$ cat src/rtl/prefetch_buffer.sv
// Sequential instruction prefetcher: streams word fetches into a small FIFO
// and hands them to the decoder; a redirect flushes queue and in-flight data.
module prefetch_buffer #(
  parameter int ADDR_WIDTH = 32,
  parameter int DATA_WIDTH = 32,
  parameter int DEPTH = 4,
  parameter logic [ADDR_WIDTH-1:0] RESET_ADDR = '0
) (
  input  logic                     clk,
  input  logic                     rst,
  input  logic                     req_i,
  input  logic [ADDR_WIDTH-1:0]    target_addr_i,
  input  logic                     target_valid_i,
  output logic [DATA_WIDTH-1:0]    instr_o,
  output logic [ADDR_WIDTH-1:0]    instr_addr_o,
  output logic                     instr_valid_o,
  input  logic                     instr_ready_i,
  output logic                     imem_valid_o,
  input  logic                     imem_ready_i,
  output logic [ADDR_WIDTH-1:0]    imem_addr_o,
  output logic [DATA_WIDTH-1:0]    imem_wdata_o,
  output logic [3:0]               imem_we_o,
  input  logic [DATA_WIDTH-1:0]    imem_rdata_i,
  output logic [$clog2(DEPTH):0]   fill_level_o
);

  localparam int PW = $clog2(DEPTH);
  localparam logic [PW:0] DEPTH_C = (PW+1)'(DEPTH);
  localparam logic [PW:0] ONE_C = (PW+1)'(1);
  localparam logic [ADDR_WIDTH-1:0] FOUR = ADDR_WIDTH'(4);

  typedef enum logic [1:0] {IDLE, REQ, DISCARD} state_t;

  state_t state_q, state_d;
  logic [ADDR_WIDTH-1:0] pc_q, pc_d;
  logic [ADDR_WIDTH-1:0] addr_q, addr_d;
  logic [PW-1:0] wptr_q, rptr_q;
  logic [PW:0] count_q;

  logic [DATA_WIDTH-1:0] data_mem [DEPTH];
  logic [ADDR_WIDTH-1:0] addr_mem [DEPTH];

  logic [ADDR_WIDTH-1:0] tgt;
  logic push, pop;
  logic [PW:0] push_w, pop_w;
  logic space_idle, space_hs;

  assign tgt = {target_addr_i[ADDR_WIDTH-1:2], 2'b00};
  assign pop = (count_q != '0) && instr_ready_i && !target_valid_i;
  assign push = (state_q == REQ) && imem_ready_i && !target_valid_i;
  assign push_w = {{PW{1'b0}}, push};
  assign pop_w = {{PW{1'b0}}, pop};

  // space_hs accounts for the response being pushed this cycle
  assign space_idle = (count_q - pop_w) < DEPTH_C;
  assign space_hs = (count_q + ONE_C - pop_w) < DEPTH_C;

  always_comb begin
    state_d = state_q;
    pc_d = pc_q;
    addr_d = addr_q;
    unique case (state_q)
      IDLE: begin
        if (target_valid_i) begin
          pc_d = tgt;
        end else if (req_i && space_idle) begin
          addr_d = pc_q;
          state_d = REQ;
        end
      end
      REQ: begin
        if (target_valid_i) begin
          pc_d = tgt;
          if (!imem_ready_i) begin
            state_d = DISCARD;
          end else if (req_i) begin
            addr_d = tgt;
          end else begin
            state_d = IDLE;
          end
        end else if (imem_ready_i) begin
          pc_d = addr_q + FOUR;
          if (req_i && space_hs) begin
            addr_d = addr_q + FOUR;
          end else begin
            state_d = IDLE;
          end
        end
      end
      DISCARD: begin
        if (target_valid_i) begin
          pc_d = tgt;
          if (imem_ready_i) begin
            if (req_i) begin
              addr_d = tgt;
              state_d = REQ;
            end else begin
              state_d = IDLE;
            end
          end
        end else if (imem_ready_i) begin
          if (req_i) begin
            addr_d = pc_q;
            state_d = REQ;
          end else begin
            state_d = IDLE;
          end
        end
      end
      default: state_d = IDLE;
    endcase
  end

  always_ff @(posedge clk or posedge rst) begin
    if (rst) begin
      state_q <= IDLE;
      pc_q <= RESET_ADDR;
      addr_q <= RESET_ADDR;
      wptr_q <= '0;
      rptr_q <= '0;
      count_q <= '0;
    end else begin
      state_q <= state_d;
      pc_q <= pc_d;
      addr_q <= addr_d;
      if (target_valid_i) begin
        wptr_q <= '0;
        rptr_q <= '0;
        count_q <= '0;
      end else begin
        if (push) wptr_q <= wptr_q + 1'b1;
        if (pop) rptr_q <= rptr_q + 1'b1;
        count_q <= count_q + push_w - pop_w;
      end
    end
  end

  always_ff @(posedge clk) begin
    if (push) begin
      data_mem[wptr_q] <= imem_rdata_i;
      addr_mem[wptr_q] <= addr_q;
    end
  end

  // head is masked so outputs read zero while empty and after reset
  assign instr_valid_o = (count_q != '0);
  assign instr_o = instr_valid_o ? data_mem[rptr_q] : '0;
  assign instr_addr_o = instr_valid_o ? addr_mem[rptr_q] : '0;
  assign imem_valid_o = (state_q != IDLE);
  assign imem_addr_o = addr_q;
  assign imem_wdata_o = '0;
  assign imem_we_o = '0;
  assign fill_level_o = count_q;

endmodule

$ cat config.mk
export PLATFORM = sky130hd
export DESIGN_NAME = prefetch_buffer
export DESIGN_NICKNAME = d
export VERILOG_FILES = /design/src/rtl/prefetch_buffer.sv
export SDC_FILE = /design/constraint.sdc
export NUM_CORES = 1
export LEC_CHECK = 0
export ABC_AREA = 1
export BUFFER_PORTS_ARGS = -buffer_cell sky130_fd_sc_hd__buf_2
export CORE_UTILIZATION = 30
export DETAILED_ROUTE_END_ITERATION = 6
export GPL_ROUTABILITY_DRIVEN = 0
export PLACE_DENSITY = 0.56
export SLEW_MARGIN = 20
export SYNTH_ARGS = -nofsm -noshare
export SYNTH_HDL_FRONTEND = slang
export SYNTH_SLANG_ARGS = --single-unit
$ cat constraint.sdc
create_clock -name clk -period 5.4 [get_ports clk]
set_input_delay 0.27 -clock clk [delete_from_list [all_inputs] [get_ports clk]]
set_output_delay 0.27 -clock clk [all_outputs]
set_load 0.005 [all_outputs]
==> metrics.cfg <==
[run_status]
status=complete, no violations

[sta]
slew-limit-headroom_pct=30.6
fin_tns_setup_ps=0
rsz0062_at_grt=no
whs_ps=23.9
final.min_clock_period_ps=3610
period_share_pct=66.9
hold_violations=0
skew_ps=13.2
worstMarginPinSlew_ps=1040
setup_viol=0
max_freq_ghz=0.277
maxSlewViolCount=0

[setup_path]
cp-start-kind=flip-flop
cp_cell_sequence=clkinv_2 -> buf_4 -> o21ai_0 -> a21oi_1 -> buf_2
cp_max_fo=75
end_kind=output pin
required_ps=5130
cp_slowest_cell=clkinv_2
critPathKind=reg2out
cp.arrival_ps=3340
crit_path_max_incr_delay_ps=780
critical_path.top_delay_family=buffers and inverters
critPathBufInv=3

[detailed_routing]
drc=0
routedWlPerCell_microns=17.5
drtPass1Iterations=5
drt_iter0_drc=817
via_count=12200
drtAntennaViolNets=0
wl_mm=44.5
via_per_inst=4.82

[power_and_ir_drop]
p_comb_share_pct=36.0
p_int_w=0.00603
p_leak_nw=7.42
p_sw_w=0.00399
pwr_density_cell_mw_per_mm2=539
ir_worst_vdd_mv=0.286
switching_share_pct=39.8
seqPwrFrac_pct=37.4
power_frac_clock_pct=26.7

[final_layout]
layout-drive-gt1-share_pct=14.7
nFillCells=5050
stdcell_area_sq_mm=0.0186
fin_util_pct=36.8
syn2layout_area_growth_pct=19.9
final_nets=1918

[yosys]
ys.flop_type=edfxtp_1
synthDistinctLibCells=34
synth_edf_count=256
synth.largest_area_cell=edfxtp_1
syn_area_sq_mm=0.0155
synthTopCellsByArea=edfxtp_1, dfrtp_1, nor2_1
synth_top_area_share_pct=49.6
ys_ff_latch=329
synth.yosys.seq_area_share_pct=61.3
async_flop_share_pct=22.2
yosysWarnings=0
synth_common_cells=nor2_1, nand2_1, edfxtp_1
synth.most_common_cell=nor2_1
syn_area_per_cell_sq_um=9.37
syn_inst=1656

[floorplan]
die_h_microns=229
core_sq_mm=0.0506
die_area_sq_mm=0.0526
rows=82
initial_core_util_pct=30.7
pin_count=207
dieWidth_microns=229

[global_route]
gr-usage-all-layers_pct=16.7
grt_antenna_before_repair=0
grt_pass1_wl_mm=68.0
grt_max_degree=81
overflow=0
grt_pass1_vias=11800

[clocking]
cts_sinks=329
holdBufCountCts=40
clk_latency_ps=550
cts_root_buffer=clkbuf_16
postCtsSetupBuffers=0
cts_tree=built
clockBufferDepth=3
cts_max_level=2
ctsResizeCount=0
cts_inserted_buffers=39
path_clk_slew_ps=60

[placement]
placed_area_sq_mm=0.0169
io_buffers=168
dp_hpwl_mm=26.2

[run]
maxCapViolations=0

[min_path]
hold_path_class=in2reg

cell families after synthesis:
logic type / share of synthesized area [%]
AO/OA/AOI/OAI: 12.4
XOR/XNOR: 0.282
AND/OR/NAND/NOR: 18.4
adder cells (fa/ha/maj): 0.936
buffers and inverters: 6.64
flip-flops: 61.3
other: 0.0242
final cells by class:
class                           count  area [sq um]  area share, %
Clock inverter                     19           228           1.22
Timing Repair Buffer              227          1410           7.58
Sequential cell                   329          9520           51.2
Inverter                          103           389           2.09
Antenna cell                        1          2.50         0.0135
Multi-Input combinational cell   1137          5150           27.7
Clock buffer                       51          1060           5.72
Tap cell                          672           841           4.52
cells in the final DEF, fill, tap and decap left out, drive strengths merged, types with 36 or more instances in the layout:
cell,instances
nor2,350
nand2,282
edfxtp,256
o21ai,200
buf,187
a21oi,128
inv,99
nand3,75
dfrtp,73
clkbuf,51
dlygate4sd3,40
conb,36
stage by stage:
step                total power [W]  setup WS (ps)  std cells
floorplan                   0.00594           1200       1691
global placement            0.00730           2210       2427
detailed placement          0.00736           2190       2427
CTS                          0.0101           1660       2537
global route                 0.0107           1440       2538
finish                       0.0100           1790       2539
final timing paths:
path / endpoint / from / cells past startpoint / slack [ps]
max in group asynchronous: imem_addr_o[22]$_DFFE_PP0P_ / rst / 4 / 3910
min reg2reg: pc_q[6]$_DFFE_PP0P_ / pc_q[6]$_DFFE_PP0P_ / 2 / 500
min in group asynchronous: imem_addr_o[2]$_DFFE_PP0P_ / rst / 3 / 370
max reg2reg: imem_addr_o[10]$_DFFE_PP0P_ / state_q[0]$_DFFE_PP0P_ / 10 / 2150
min: pc_q[3]$_DFFE_PP0P_ / target_addr_i[3] / 3 / 20
max: instr_o[14] / rptr_q[0]$_DFFE_PP0P_ / 5 / 1790
power by group through the flow:
| stage | clock (W) | sequential (W) | combinational (W) |
|---|---|---|---|
| 2_1_floorplan | 0 | 0.00355 | 0.00239 |
| 3_3_place_gp | 0 | 0.00378 | 0.00352 |
| 4_1_cts | 0.00275 | 0.00374 | 0.00361 |
| 3_5_place_dp | 0 | 0.00380 | 0.00356 |
| 5_1_grt | 0.00284 | 0.00380 | 0.00407 |
| 6_report | 0.00267 | 0.00374 | 0.00360 |
metal layers:
metal,up-vias,GRT usage (%),part of all wire (%)
li1,5897,-,-
met1,5843,22.3,45
met2,413,27.1,47
met3,81,2.47,5.6
met4,0,7.02,3.0
met5,-,0,0
worst register-to-register path, delay by kind of cell (launching register included):
family / cells / cell delay [ps]
flops: 1 / 390
compound gates: 1 / 70
fa+ha+maj: 1 / 280
simple gates: 4 / 840
buf+inv: 4 / 1540
state kept, by name (all words and copies together), names as in the netlist:
register / flops
fill_level_o: 3
imem_addr_o: 32
state_q: 2
rptr_q: 2
pc_q: 32
data_mem: 128
wptr_q: 2
addr_mem: 128
(Power assumes the default switching activity.)
